**src/rtl/program_loader.sv**
```systemverilog
// program_loader: assembles big-endian 32-bit words from a UART byte stream into
// data memory, then (after an all-ones delimiter word) into instruction memory,
// and finally releases the CPU (cpu_run) on START_EXEC.
// Latency: a word is written one cycle after its 4th byte; echo byte appears one
// cycle after acceptance. Backpressure: none on rx; tx echo holds until tx_ready,
// a newer byte overwrites a pending one and sets echo_ovf.
// Ports: CLK, INITIALIZE (sync active-high reset), rx_valid/rx_data (byte in),
//   START_EXEC (run request), dmem_* / imem_* (memory write ports), cpu_run,
//   inst_count, load_err, tx_valid/tx_data/tx_ready (echo), echo_ovf.
// Build option: define LOADER_ECHO_EN to enable the byte echo path; otherwise
//   tx_valid, tx_data and echo_ovf are tied to 0 and tx_ready is ignored.
module program_loader #(
  parameter int DADDR_W = 10,
  parameter int IADDR_W = 12
) (
  input  logic               CLK,
  input  logic               INITIALIZE,
  input  logic               rx_valid,
  input  logic [7:0]         rx_data,
  input  logic               START_EXEC,
  output logic               dmem_we,
  output logic [DADDR_W-1:0] dmem_addr,
  output logic [31:0]        dmem_wdata,
  output logic               imem_we,
  output logic [IADDR_W-1:0] imem_addr,
  output logic [31:0]        imem_wdata,
  output logic               cpu_run,
  output logic [IADDR_W:0]   inst_count,
  output logic               load_err,
  output logic               tx_valid,
  output logic [7:0]         tx_data,
  input  logic               tx_ready,
  output logic               echo_ovf
);

  typedef enum logic [1:0] {
    LOAD_DATA = 2'd0,
    LOAD_INST = 2'd1,
    RUN       = 2'd2
  } state_t;

  localparam logic [DADDR_W-1:0] DPTR_ONE = 1;
  localparam logic [IADDR_W-1:0] IPTR_ONE = 1;
  localparam logic [IADDR_W:0]   ICNT_ONE = 1;
  localparam logic [IADDR_W:0]   ICNT_MAX = {1'b1, {IADDR_W{1'b0}}};

  state_t             state_q;
  logic [1:0]         byte_cnt_q;
  logic [23:0]        word_q;       // first three bytes of the word in flight
  logic [DADDR_W-1:0] dptr_q;
  logic [IADDR_W-1:0] iptr_q;
  logic               dfull_q;      // last data address has been written
  logic               ifull_q;      // last instruction address has been written
  logic               run_pend_q;   // START_EXEC met a 4th byte: finish the write, then RUN

  logic               dmem_we_q;
  logic [DADDR_W-1:0] dmem_addr_q;
  logic [31:0]        dmem_wdata_q;
  logic               imem_we_q;
  logic [IADDR_W-1:0] imem_addr_q;
  logic [31:0]        imem_wdata_q;
  logic               cpu_run_q;
  logic [IADDR_W:0]   inst_count_q;
  logic               load_err_q;

  // Byte acceptance and word assembly.
  logic        loading_d;
  logic        byte_acc_d;
  logic        word_done_d;
  logic [31:0] word_d;
  logic        is_delim_d;

  assign loading_d   = (state_q != RUN) && !run_pend_q;
  assign byte_acc_d  = loading_d && rx_valid;
  assign word_done_d = byte_acc_d && (byte_cnt_q == 2'd3);
  assign word_d      = {word_q, rx_data};
  assign is_delim_d  = (word_d == 32'hFFFF_FFFF);

  always_ff @(posedge CLK) begin
    if (INITIALIZE) begin
      state_q      <= LOAD_DATA;
      byte_cnt_q   <= 2'd0;
      word_q       <= 24'd0;
      dptr_q       <= '0;
      iptr_q       <= '0;
      dfull_q      <= 1'b0;
      ifull_q      <= 1'b0;
      run_pend_q   <= 1'b0;
      dmem_we_q    <= 1'b0;
      dmem_addr_q  <= '0;
      dmem_wdata_q <= 32'd0;
      imem_we_q    <= 1'b0;
      imem_addr_q  <= '0;
      imem_wdata_q <= 32'd0;
      cpu_run_q    <= 1'b0;
      inst_count_q <= '0;
      load_err_q   <= 1'b0;
    end else begin
      // Write enables are single-cycle pulses.
      dmem_we_q <= 1'b0;
      imem_we_q <= 1'b0;

      case (state_q)
        LOAD_DATA: begin
          // START_EXEC has no effect until the delimiter has been seen.
          if (byte_acc_d) begin
            if (!word_done_d) begin
              word_q     <= {word_q[15:0], rx_data};
              byte_cnt_q <= byte_cnt_q + 2'd1;
            end else begin
              byte_cnt_q <= 2'd0;
              if (is_delim_d) begin
                state_q <= LOAD_INST;
                iptr_q  <= '0;
                ifull_q <= 1'b0;
              end else if (dfull_q) begin
                load_err_q <= 1'b1;
              end else begin
                dmem_we_q    <= 1'b1;
                dmem_addr_q  <= dptr_q;
                dmem_wdata_q <= word_d;
                if (&dptr_q) dfull_q <= 1'b1;
                else         dptr_q  <= dptr_q + DPTR_ONE;
              end
            end
          end
        end

        LOAD_INST: begin
          if (run_pend_q) begin
            // The final write pulse is on the outputs this cycle; RUN follows.
            run_pend_q <= 1'b0;
            state_q    <= RUN;
            cpu_run_q  <= 1'b1;
          end else begin
            if (byte_acc_d) begin
              if (!word_done_d) begin
                word_q     <= {word_q[15:0], rx_data};
                byte_cnt_q <= byte_cnt_q + 2'd1;
              end else begin
                byte_cnt_q <= 2'd0;
                if (ifull_q) begin
                  load_err_q <= 1'b1;
                end else begin
                  imem_we_q    <= 1'b1;
                  imem_addr_q  <= iptr_q;
                  imem_wdata_q <= word_d;
                  if (&iptr_q) ifull_q <= 1'b1;
                  else         iptr_q  <= iptr_q + IPTR_ONE;
                  if (inst_count_q != ICNT_MAX) inst_count_q <= inst_count_q + ICNT_ONE;
                end
              end
            end
            if (START_EXEC) begin
              // A partial word is discarded; a completing word is still written.
              byte_cnt_q <= 2'd0;
              if (word_done_d) begin
                run_pend_q <= 1'b1;
              end else begin
                state_q   <= RUN;
                cpu_run_q <= 1'b1;
              end
            end
          end
        end

        RUN: begin
          // Only INITIALIZE leaves RUN; the UART belongs to the CPU now.
          cpu_run_q <= 1'b1;
        end

        default: begin
          state_q   <= LOAD_DATA;
          cpu_run_q <= 1'b0;
        end
      endcase
    end
  end

  assign dmem_we    = dmem_we_q;
  assign dmem_addr  = dmem_addr_q;
  assign dmem_wdata = dmem_wdata_q;
  assign imem_we    = imem_we_q;
  assign imem_addr  = imem_addr_q;
  assign imem_wdata = imem_wdata_q;
  assign cpu_run    = cpu_run_q;
  assign inst_count = inst_count_q;
  assign load_err   = load_err_q;

`ifdef LOADER_ECHO_EN
  logic       tx_valid_q;
  logic [7:0] tx_data_q;
  logic       echo_ovf_q;

  always_ff @(posedge CLK) begin
    if (INITIALIZE) begin
      tx_valid_q <= 1'b0;
      tx_data_q  <= 8'd0;
      echo_ovf_q <= 1'b0;
    end else if (byte_acc_d) begin
      // A pending byte not yet taken is lost to the newer one.
      if (tx_valid_q && !tx_ready) echo_ovf_q <= 1'b1;
      tx_valid_q <= 1'b1;
      tx_data_q  <= rx_data;
    end else if (tx_ready) begin
      tx_valid_q <= 1'b0;
    end
  end

  assign tx_valid = tx_valid_q;
  assign tx_data  = tx_data_q;
  assign echo_ovf = echo_ovf_q;
`else
  logic unused_tx_ready;
  assign unused_tx_ready = tx_ready;

  assign tx_valid = 1'b0;
  assign tx_data  = 8'd0;
  assign echo_ovf = 1'b0;
`endif

endmodule

```
**config.mk**
```make
export PLATFORM = sky130hd
export DESIGN_NAME = program_loader
export DESIGN_NICKNAME = d
export VERILOG_FILES = /design/src/rtl/program_loader.sv
export SDC_FILE = /design/constraint.sdc
export NUM_CORES = 1
export LEC_CHECK = 0
export BUFFER_PORTS_ARGS = -buffer_cell sky130_fd_sc_hd__buf_2
export CORE_MARGIN = 2
export CORE_UTILIZATION = 55
export CTS_BUF_LIST = sky130_fd_sc_hd__clkbuf_2
export CTS_CLUSTER_DIAMETER = 60
export DETAILED_ROUTE_END_ITERATION = 10
export PLACE_DENSITY = 0.8
export SETUP_SLACK_MARGIN = 0.3
export SLEW_MARGIN = 20
export SYNTH_ARGS = -nofsm -noshare
export SYNTH_HDL_FRONTEND = slang
export SYNTH_SLANG_ARGS = --single-unit
```
**constraint.sdc**
```tcl
create_clock -name CLK -period 2.65 [get_ports CLK]
set_input_delay 0.265 -clock CLK [delete_from_list [all_inputs] [get_ports CLK]]
set_output_delay 0.265 -clock CLK [all_outputs]
set_load 0.02 [all_outputs]
```
## After elaboration in Yosys (flattened, before gate mapping)

Cells that the tools add are included.

- Flip-flop bits (word level): 156
- Bits in latches: 0
- RAM bits: 0
- ROM bits: 0
- Bits of input ports: 13
- Output and inout bits: 113
- Logic and storage cells: 125
- Memories: 0

- $add $sub $neg: 4
- $mul: 0
- Div/mod/pow operators: 0
- $lt $le $gt $ge: 0
- Eq/ne operators: 19
- Shift-type cells: 0
- Mux-type cells: 54
- Bitwise operators: 10
- Reduce and logical (&&, ||, !) cells: 21

Operator list:

| cell | number |
|---|---|
| 12-bit two-way mux | 8 |
| 24-bit two-way mux | 3 |
| 24-bit one-hot mux with 2 select lines | 1 |
| 32-bit == test, second input constant | 1 |
| 1-bit two-way mux | 26 |
| 2-bit inequality test, second input constant | 12 |
| 12-bit one-hot mux with 2 select lines | 1 |
| 2-bit two-way mux | 10 |
| 6-bit AND reduction | 3 |
| 9-bit AND reduction | 2 |
| 13-bit by 1-bit adder with 13-bit output, second input constant | 1 |
| 13-bit inequality test, second input constant | 1 |
| 12-bit by 1-bit adder with 12-bit output, second input constant | 1 |
| 12-bit AND reduction | 1 |
| 10-bit by 1-bit adder with 10-bit output, second input constant | 1 |
| 1-bit inverter | 10 |
| 10-bit AND reduction | 1 |
| 5-bit AND reduction | 2 |
| 5-bit OR reduction | 2 |
| 7-bit AND reduction | 1 |
| 3-bit inequality test, second input constant | 2 |
| 2-bit one-hot mux with 3 select lines | 1 |
| 2-bit == test, second input constant | 2 |
| 1-bit one-hot mux with 2 select lines | 2 |
| other kinds (11) | 13 |

## Logic depth before layout (Yosys ltp)

- Word-level depth: 9
- Gate-level depth with buffers: 10
- Mapped depth without buffers: 7

## Worst setup path before layout

Ideal clock, no wire load.

- Kind: reg-to-reg
- From: register state_q[0]
- To: register iptr_q[3]
- Setup time: 0.074 ns
- Data arrival time: 2.061 ns
- Required time: 2.576 ns
- Setup slack: 0.514 ns
- Stages on the path, launching flop included: 10
- Buffers on the path: 2
- Period minus slack after synthesis: 2.136 ns
- Path through: dfxtp_1 -> inv_1 -> ha_1 -> and4bb_1 -> buf_4 -> o21ai_2 -> or2_1 -> clkbuf_1 -> or4_1 -> a31oi_1

- Word-level cells in the longest chain between the ends: 6
- Elaborated cells on any way between the ends: 17
- Those cells by class: eq/ne (10); mux (1); reduce/logical (6)

Ends and longest elaborated chain:

| element | RTL line | RTL |
|---|---|---|
| start, declared | 47 | `state_t state_q;` |
| start signal, assigned | 81 | `state_q <= LOAD_DATA;` |
| start signal, assigned | 113 | `state_q <= LOAD_INST;` |
| start signal, assigned | 133 | `state_q <= RUN;` |
| 2-bit inequality test | 73 | `assign loading_d = (state_q != RUN) && !run_pend_q;` |
| 1-bit logical AND | 73 |  |
| 1-bit logical AND | 74 | `assign byte_acc_d = loading_d && rx_valid;` |
| 1-bit logical AND | 75 | `assign word_done_d = byte_acc_d && (byte_cnt_q == 2'd3);` |
| 2-bit inequality test (no source line) | -- |  |
| 9-bit AND reduction (no source line) | -- |  |
| end signal, assigned | 149 | `else iptr_q <= iptr_q + IPTR_ONE;` |
| end, declared | 51 | `logic [IADDR_W-1:0] iptr_q;` |

Parallel ways exist; a longest one is shown, timed or not.
A chain may end at the register's enable or synchronous reset.

## Worst setup path after layout

- From: register state_q[0]
- To: register dptr_q[6]

- Word-level cells in the longest chain between the ends: 5
- Elaborated cells on any way between the ends: 6
- Those cells by class: eq/ne (1); reduce/logical (5)

Ends and longest elaborated chain:

| element | RTL line | RTL |
|---|---|---|
| 2-bit inequality test | 73 |  |
| 1-bit logical AND | 73 |  |
| 1-bit logical AND | 74 |  |
| 1-bit logical AND | 75 |  |
| 6-bit AND reduction (no source line) * | -- |  |
| end signal, assigned | 123 | `else dptr_q <= dptr_q + DPTR_ONE;` |
| end, declared | 50 | `logic [DADDR_W-1:0] dptr_q;` |

Mark *: on every way between the ends. The rest lies on a longest branch, timed or not.

==> flow_metrics.tcl <==
set metrics [dict create \
    start_util 0.564 \
    grt_max_degree 42 \
    min_path_cells 4 \
    critPathLaunchType "flip-flop" \
    rsz0062_at_grt "false" \
    slew_headroom 0.652 \
    final-setup-viol-count 0 \
    ys.warnings.count 0 \
    clockRootBuffer "clkbuf_2" \
    setup_tns_ns 0 \
    grt_pass1_wl_mm 25.6 \
    clock_path_buffers 2 \
    fmaxAchievable_mhz 443 \
    critPathMaxFanout 7 \
    synth_edf_count 0 \
    gp_congestion 0.862 \
    insertedDiodeCount 0 \
    final_cell_mix "nand2_1, dfxtp_1, a21oi_1" \
    overflow 0 \
    yosys_most_used_dff "dfxtp_1" \
    finalMaxSlewViolations 0 \
    drc 0 \
    power.density_mw_per_mm2 535 \
    synth_top_cell_area_share 0.485 \
    ff2ff_path_depth 7 \
    synth-seq-cells 156 \
    grtUsageTotal 0.247 \
    htree_levels 4 \
    max_stage_delay_ns 0.63 \
    crit_buf_inv 1 \
    final.setup_skew_ns 0.0248 \
    ir_drop_v 0.000519 \
    io_pins 126 \
    drt-initial-drc-count 408 \
    path_clk_slew_ns 0.20 \
    hpwl_mm 10.2 \
    status "finished, final reports clean" \
    clkPwrFrac 0.359 \
    leakage_nw 2.98 \
    routed_wl_mm 15.6 \
    synth_top_cell_by_area "dfxtp_1" \
    num_rows 39 \
    critPathTopFamily "simple AND/OR/NAND/NOR gates" \
    synth_area_per_cell_um2 7.99 \
    swShare 0.228 \
    arrival_ns 2.88 \
    p_int_mw 3.14 \
    cp-end-kind "flip-flop" \
    antenna_left 0 \
    synth_area_mm2 0.00644 \
    power_frac_seq 0.596 \
    cap_violations 0 \
    clk-insertion-delay-late_ns 0.69 \
    vias 5963 \
    cts.sinks 156 \
    antenna_found_initial 0 \
    port_buffers 114 \
    cts_inserted_buffers 17 \
    dpl_cell_area_mm2 0.00711 \
    dieWidth_um 112 \
    min_period_ns 2.26 \
    finalCritPeriodShare 0.851 \
    final_area_mm2 0.00760 \
    ys_top_cells_by_area "dfxtp_1, nand2_1, a21oi_1" \
    die_h_um 112 \
    synthCells 806 \
    finalNetCount 946 \
    core_region_area_mm2 0.0114 \
    first_pass_iters 5 \
    synth_cell_types 58 \
    first_global_vias 5325 \
    power.switching_uw 929 \
    worstHoldPathType "in -> reg" \
    yosysSeqAreaShare 0.485 \
    worstMarginPinSlew_ns 0.522 \
    final_common_cell "nand2_1" \
    die_area_mm2 0.0126 \
    wl_per_cell_um 14.5 \
    viasPerCell 5.53 \
    cts_tree "yes" \
    crit_chain "inv_1 -> ha_2 -> and4bb_1 -> nand3b_1 -> a21o_4 -> or4b_2 -> a21oi_1" \
    area_growth_pct 18.0 \
    path_depth 7 \
    p_comb_frac 0.046 \
    required_ns 3.28 \
    crit_slowest_cell "or4b_2" \
    crit_type "reg -> reg" \
    drive_gt1_frac 0.206 \
    async_reset_ff_frac 0 \
    hold_viol_final 0 \
]
==> power groups by stage <==
| stage | Sequential, mW | Combinational [mW] | Clock, mW |
|---|---|---|---|
| 5_1_grt | 2.43 | 0.206 | 1.57 |
| 6_report | 2.42 | 0.186 | 1.46 |
| 3_3_place_gp | 2.47 | 0.167 | 0 |
| 3_5_place_dp | 2.47 | 0.168 | 0 |
| 4_1_cts | 2.42 | 0.182 | 1.49 |
| 2_1_floorplan | 2.45 | 0.132 | 0 |
==> worst paths after layout <==
| check | from | endpoint | slack, ns |
|---|---|---|---|
| setup / recovery | state_q[0] | dptr_q[6] | 0.39 |
| hold reg to reg | imem_addr[4] | imem_addr[4] | 0.46 |
| hold / removal | rx_data[1] | imem_wdata[1] | 0.37 |
| setup reg to reg | state_q[0] | dptr_q[6] | 0.39 |
==> stage by stage <==
stage	hold WS [ns]	utilization	std cells	worst slack, ns	total power, mW
finish	0.373	0.666	1079	0.394	4.07
floorplan	0.401	-	815	0.514	2.59
global placement	0.439	0.623	1029	0.318	2.64
detailed placement	0.443	0.623	1029	0.201	2.64
global route	0.304	0.666	1079	0.289	4.21
CTS	0.290	0.658	1070	0.292	4.10
==> flip-flops by register name, indices dropped and copies added (netlist names), 2 cells and up <==
signal,flops
byte_cnt_q,2
iptr_q,12
imem_wdata,32
dmem_wdata,32
imem_addr,12
inst_count,13
state_q,2
dmem_addr,10
word_q,24
dptr_q,10
==> worst reg2reg max path, cell delays in order (launching register included) <==
cell,delay (ns)
dfxtp_2,0.37
inv_1,0.06
ha_2,0.20
and4bb_1,0.32
nand3b_1,0.19
a21o_4,0.27
or4b_2,0.63
a21oi_1,0.16
==> routing by layer <==
| layer | global-route usage | vias to the layer above | wire length, µm |
|---|---|---|---|
| li1 | - | 2984 | - |
| met1 | 0.332 | 2790 | 7170 |
| met2 | 0.394 | 175 | 7240 |
| met3 | 0.0675 | 14 | 1060 |
| met4 | 0.0724 | 0 | 125 |
| met5 | 0 | - | 0 |
==> layout make-up <==
cell class,count,area (µm²)
Fill cell,972,3820
Sequential cell,156,3130
Multi-Input combinational cell,586,3080
Timing Repair Buffer,154,913
Tap cell,143,179
Clock inverter,11,175
Clock buffer,19,95.1
Inverter,10,37.5
==> cells in the mapped netlist (10+ instances only) <==
| library cell | count |
|---|---|
| buf_2 | 10 |
| inv_1 | 10 |
| nand2_1 | 241 |
| clkbuf_1 | 38 |
| a21oi_1 | 126 |
| buf_4 | 11 |
| nand4_1 | 19 |
| dfxtp_1 | 156 |
| o21ai_0 | 18 |
| nor2_1 | 25 |
| nand3_1 | 18 |
==> timing repair <==
action                                  CTS  global route
endpoints found under the hold margin    50             0
hold buffers                             11             0
gates resized for setup                   4             8
endpoints found under the setup margin    8            33
cloned                                    0             1
pin swaps                                 1             3
buffers inserted                          0             8
==> cell families after synthesis <==
group,after synthesis,synth area share
XOR/XNOR,9,0.0122
AO/OA/AOI/OAI,180,0.158
other,1,0.000582
AND/OR/NAND/NOR,374,0.270
buffers and inverters,74,0.0526
flip-flops,156,0.485
multiplexers,4,0.00641
adder cells (fa/ha/maj),8,0.0155
No activity file was read; power rests on OpenSTA's default activity.
